--- src/rtl/boot_rom_loader.sv ---
// Copies a checksummed boot image from ROM into RAM after a start pulse.
// Latency: header at edge 1, payload word i written after edge i+2, result after edge len+2.
// No backpressure: one RAM write per cycle, start is ignored while busy.
module boot_rom_loader #(
    parameter logic [15:0] ROM_BASE  = 16'h0000,
    parameter logic [15:0] RAM_BASE  = 16'h0000,
    parameter logic [15:0] MAGIC     = 16'h82BF,
    parameter logic [15:0] MAX_WORDS = 16'h8000
) (
    input  logic        clk,
    input  logic        reset_n,
    input  logic        start,
    output logic [15:0] rom_address,
    input  logic [31:0] rom_data,
    output logic [15:0] ram_address,
    output logic [31:0] ram_data,
    output logic        ram_write,
    output logic        busy,
    output logic        done,
    output logic        error,
    output logic [15:0] loaded_words
);

    localparam logic [2:0] IDLE   = 3'd0;
    localparam logic [2:0] HEADER = 3'd1;
    localparam logic [2:0] COPY   = 3'd2;
    localparam logic [2:0] CHECK  = 3'd3;
    localparam logic [2:0] DONE   = 3'd4;
    localparam logic [2:0] ERROR  = 3'd5;

    logic [2:0]  state;
    logic [15:0] len;
    logic [31:0] sum;

    // Status flags are pure decodes of the state so they follow reset instantly.
    always_comb begin
        busy  = (state == HEADER) || (state == COPY) || (state == CHECK);
        done  = (state == DONE) || (state == ERROR);
        error = (state == ERROR);
    end

    // Load sequencer: header decode, payload streaming, checksum compare.
    always_ff @(posedge clk or negedge reset_n) begin
        if (!reset_n) begin
            state        <= IDLE;
            rom_address  <= ROM_BASE;
            ram_address  <= 16'h0000;
            ram_data     <= 32'h0000_0000;
            ram_write    <= 1'b0;
            loaded_words <= 16'h0000;
            len          <= 16'h0000;
            sum          <= 32'h0000_0000;
        end else begin
            // The write strobe is a single-cycle pulse per COPY sample.
            ram_write <= 1'b0;
            case (state)
                IDLE, DONE, ERROR: begin
                    if (start) begin
                        state        <= HEADER;
                        rom_address  <= ROM_BASE;
                        loaded_words <= 16'h0000;
                    end
                end
                HEADER: begin
                    len          <= rom_data[15:0];
                    sum          <= 32'h0000_0000;
                    loaded_words <= 16'h0000;
                    if ((rom_data[31:16] != MAGIC) || (rom_data[15:0] > MAX_WORDS)) begin
                        state <= ERROR;
                    end else begin
                        rom_address <= ROM_BASE + 16'd1;
                        // An empty image goes straight to the checksum word.
                        state       <= (rom_data[15:0] == 16'h0000) ? CHECK : COPY;
                    end
                end
                COPY: begin
                    sum          <= sum + rom_data;
                    ram_data     <= rom_data;
                    ram_address  <= RAM_BASE + loaded_words;
                    ram_write    <= 1'b1;
                    loaded_words <= loaded_words + 16'd1;
                    rom_address  <= rom_address + 16'd1;
                    // After the last payload word rom_address lands on the checksum.
                    if ((loaded_words + 16'd1) == len) begin
                        state <= CHECK;
                    end
                end
                CHECK: begin
                    state <= (rom_data == sum) ? DONE : ERROR;
                end
                default: begin
                    state <= IDLE;
                end
            endcase
        end
    end

endmodule

--- config.mk ---
export PLATFORM = sky130hd
export DESIGN_NAME = boot_rom_loader
export DESIGN_NICKNAME = d
export VERILOG_FILES = /design/src/rtl/boot_rom_loader.sv
export SDC_FILE = /design/constraint.sdc
export NUM_CORES = 1
export LEC_CHECK = 0
export CELL_PAD_IN_SITES_DETAIL_PLACEMENT = 1
export CELL_PAD_IN_SITES_GLOBAL_PLACEMENT = 1
export CORE_ASPECT_RATIO = 1.5
export CORE_MARGIN = 5
export CORE_UTILIZATION = 30
export DETAILED_ROUTE_END_ITERATION = 10
export PLACE_DENSITY = 0.66
export SLEW_MARGIN = 25
export SYNTH_ARGS = -nofsm -noshare
export SYNTH_HDL_FRONTEND = slang
export SYNTH_SLANG_ARGS = --single-unit
--- constraint.sdc ---
create_clock -name clk -period 3.6 [get_ports clk]
set_input_delay 0.54 -clock clk [delete_from_list [all_inputs] [get_ports clk]]
set_output_delay 0.54 -clock clk [all_outputs]
set_load 0.01 [all_outputs]
### After elaboration in Yosys (flattened, before gate mapping)

Index checks and enable logic that the tools add are counted.

| operators by class | value |
|---|---|
| add/sub/neg operators | 3 |
| order comparisons | 1 |
| eq/ne operators | 11 |
| muxes and demuxes | 12 |
| reductions and logical operators | 12 |

Operator list:

| kind | number |
|---|---|
| $pmux 16 s3 | 2 |
| $pmux 32 s2 | 1 |
| $add 16x1->16 const B | 2 |
| $add 32x32->32 | 1 |
| $eq 32x32->1 | 1 |
| $mux 16 | 2 |
| $eq 16x16->1 | 1 |
| $gt 16x16->1 const B | 1 |
| $logic_not 16->1 | 1 |
| $ne 16x16->1 const B | 1 |
| $pmux 3 s4 | 1 |
| $mux 3 | 3 |
| $eq 3x2->1 const B | 2 |
| $eq 3x3->1 const B | 2 |
| $logic_or 1x1->1 | 4 |
| $ne 2x2->1 const B | 2 |
| $reduce_and 2->1 | 2 |
| $eq 3x1->1 const B | 1 |
| $logic_not 3->1 | 1 |
| $mux 1 | 3 |
| $reduce_and 3->1 | 1 |
| $reduce_bool 3->1 | 1 |
| $reduce_or 3->1 | 1 |
| $ne 2x1->1 const B | 1 |
| $reduce_bool 2->1 | 1 |

| storage, ports and cells | value |
|---|---|
| register bits | 132 |
| input bits | 35 |
| output and inout port bits | 84 |
| word-level logic and storage cells | 47 |

### Longest topological paths before layout

| depth | value |
|---|---|
| word-level depth | 4 |
| gate-level depth with buffers | 12 |
| mapped depth without buffers | 12 |

### Worst setup path before layout

No wires, ideal clock.

| timing | value |
|---|---|
| path kind | input-to-reg |
| from | input rom_data[4] |
| to | register sum[29] |
| library setup time | 0.121 ns |
| arrival | 2.589 ns |
| data required time | 3.479 ns |
| setup slack | 0.890 ns |
| stages on the path | 11 |
| buffers on the path | 1 |
| path through | ha_1 buf_2 a21oi_1 o211ai_1 a211oi_2 o31ai_1 a31o_2 a21bo_1 o31ai_2 xnor2_1 a22o_1 |

| on the way | value |
|---|---|
| longest elaborated chain between the ends | 2 |

RTL lines:

| item | RTL line | text |
|---|---|---|
| start: declaration | 14 | `input logic [31:0] rom_data,` |
| $add 32x32->32 | 77 | `sum <= sum + rom_data;` |
| $pmux 32 s2 | 56 | `case (state)` |
| end signal: assignment | 77 |  |
| end: declaration | 33 | `logic [31:0] sum;` |

No other way between the ends.
A chain may end at the register's enable or synchronous reset.

### Final worst setup path

| timing | value |
|---|---|
| from | input rom_data[1] |
| to | register rom_address[8] |

| on the way | value |
|---|---|
| longest elaborated chain between the ends | 4 |

RTL lines:

| item | RTL line | text |
|---|---|---|
| $gt 16x16->1 | 68 | `if ((rom_data[31:16] != MAGIC) \|\| (rom_data[15:0] > MAX_WORDS)) begin` |
| $logic_or 1x1->1 | 68 |  |
| $ne 2x2->1 (no source line) | n/a |  |
| $reduce_and 3->1 (no source line) | n/a |  |
| end signal: assignment | 71 | `rom_address <= ROM_BASE + 16'd1;` |
| end signal: assignment | 82 | `rom_address <= rom_address + 16'd1;` |
| end: declaration | 13 | `output logic [15:0] rom_address,` |

No other way between the ends.

==> impl_results.md <==
- Share of flip-flops with an asynchronous set or reset: 1.000
- PwrDens: 459.8 nW/µm²
- Reg-to-Reg Start: loaded_words[0]
- Fin util: 0.3962
- Post-synthesis cell area: 7378 µm²
- Layout fillers: 2860
- CP endpoint kind: flip-flop
- Layout cells sized above 1: 0.09475
- Die H: 202.1 µm
- Post-synth EDFFs: 0
- Leakage power total: 0.004303 µW
- CORE AREA: 24350 µm²
- Worst reg2reg endpoint: state[0]
- Reg area: 3303 µm²
- Max-slew headroom: 0.4828
- Sequential-to-total area share from yosys stat: 0.4477
- Rows: 70
- H-tree levels: 4
- Antenna diodes: 0
- Post-synth cell types: 60
- Post-Syn Instances: 835
- Clock Latency Late Sink: 0.43 ns
- Tmin final: 3.186 ns
- Starting Density: 0.3030
- Status: finished clean
- Top-area cell type share of the netlist area: 0.4477
- WP data arrival: 3.53 ns
- Max IR drop VDD: 0.3267 mV
- Placer Congestion: 0.7910
- Worst R2R Path Depth: 11
- CTS root buf: clkbuf_16
- Initial antenna violation count: 1
- Final Cycle Share: 0.8850
- Grt total ovfl: 0
- Max Cap Viol: 0
- Clock sinks: 132
- Port buffer count: 118
- Setup crit end: rom_address[8]
- Post-DP HPWL: 16890 µm
- Total setup buffers inserted after CTS: 0
- Synth top area cells: dfrtp_1 45%, nand2_1 11%, ha_1 5.6%, o21ai_0 4.3%, xnor2_1 3.7%
- Worst-path clk slew: 0.06 ns
- Nets: 1027
- Count leader, synth: nand2_1
- Final setup violating endpoints: 0
- Mapped Avg Cell Area: 8.836 µm²
- Setup Skew: 0.009100 ns
- Max Buffers Root-to-Sink: 2
- Warnings from Yosys: 0
- Setup repair after global routing missed its margin: false
- Largest area contributor in the netlist: dfrtp_1
- Vias per cell: 4.987
- Final Hold Fails: 0
- # resized after CTS: 0
- Synth Register Bits: 132
- First-pass GRT wire length: 37050 µm
- Vias in the first global route: 6938
- Critical-path maximum fanout: 10
- Area of the multi-input gates: 3849 µm²
- HP Class: in2async
- Vias: 6458
- Detailed-route DRC error count: 0
- Min Hold Slack: 0.08023 ns
- Layout overhead on the synthesized area: 30.76%
- Die Width: 138.0 µm
- Final ANT Viol Nets: 0
- # IOs: 119
- Max Clock Freq: 313.9 MHz
- Kind of critical path: in2reg
- CTS Hold Buffers Added: 0
- Drt first pass iters: 4
- Crit. Startpoint: rom_data[1]
- Count of pins over their slew limit: 0
- Ys flop type: dfrtp_1
- Worst EP required: 3.94 ns
- Most frequent cells after synthesis: 223 x nand2_1, 132 x dfrtp_1, 63 x o21ai_0
- Synthesized Nets: 904
- Die area: 27890 µm²
- Wire per inst: 17.41 µm
- Drt total wl: 22550 µm
- CTS tree: done
- GRT Util Overall: 0.1635
- Startpoint Class: input port
- Largest net degree at the start of global routing: 58
- TritonCTS Buffers: 17
- Initial detailed-routing violation count: 209
- Worst-Margin Slew: 0.7729 ns
- R2R Setup Slk: 0.82 ns
==> layer usage <==
| layer | wire [µm] | global-route usage |
|---|---|---|
| met5 | 7 | 0 |
| met4 | 410 | 0.04873 |
| met3 | 626 | 0.03172 |
| met2 | 12270 | 0.3088 |
| met1 | 9236 | 0.1847 |
==> how the worst min path moves through the flow <==
stage	startpoint	endpoint	slack, ns	cells after the start
after floorplan	reset_n	len[0]	0.24	0
after global placement	ram_address[8]	ram_address[8]	0.46	2
after detailed placement	ram_address[6]	ram_address[6]	0.46	2
after CTS	reset_n	ram_write	0.1	1
after global routing	reset_n	ram_write	0.11	1
final	reset_n	ram_write	0.08	1
==> flip-flops by register name, summed over array words and instances, names as in the netlist <==
name	flops
rom_address	16
loaded_words	16
len	16
ram_data	32
ram_write	1
state	3
ram_address	16
sum	32
==> stage by stage <==
step	cells	TNS, ns	total power, µW	area [µm²]	setup slack (ns)
detailed placement	1263	-0.2880	2657	9037	-0.07740
floorplan	835	0	2296	7378	0.8899
global route	1295	0	4651	9648	0.2862
global placement	1263	-0.4602	2635	9037	-0.08846
finish	1295	0	4436	9648	0.4139
CTS	1295	0	4507	9648	0.3585
==> area by class of cell <==
type | instances | area share
repair buffers | 148 | 0.1472
well taps | 324 | 0.04202
multi-input cells | 643 | 0.3989
flip-flops and latches | 132 | 0.3424
inverters | 16 | 0.006225
clock buffers | 21 | 0.04772
clock inverters | 11 | 0.01556
==> critical path: stages <==
cell,delay [ns]
clkdlybuf4s50_1,0.49
nor4_1,0.55
nand4_1,0.27
a2111oi_2,0.45
nand2b_1,0.19
and2_1,0.29
nand4_4,0.20
or3_1,0.39
a21oi_1,0.15
==> cells by family (layout without fill, tap and decap cells) <==
logic type,count (synthesis),after routing,synth area share
compound gates,174,174,0.1492
xor+xnor,56,56,0.06647
fa+ha+maj,34,34,0.05867
buf+inv,60,196,0.03205
flops,132,132,0.4477
mux,17,17,0.02578
simple gates,362,362,0.2201
==> cell usage in the layout, fill, tap and decap left out, types with 9 or more instances in the layout <==
cell,netlist,routed
nor3_1,11,11
ha_1,33,33
xor2_1,25,25
dfrtp_1,132,132
inv_1,16,15
clkdlybuf4s50_1,0,117
a21o_1,16,16
clkbuf_16,0,17
buf_4,0,29
mux2_2,16,16
xnor2_1,31,31
nand4_1,9,9
nand2_1,223,222
a21oi_1,36,36
nand3_1,21,21
nor4_1,9,9
and3_1,11,11
nor2_1,39,39
o21ai_0,63,63
==> power breakdown <==
part	internal [µW]	switching (µW)
Clock	1130	692
Sequential	1600	111
Combinational	410	494
Note: power is estimated with default switching activity, not from simulation.
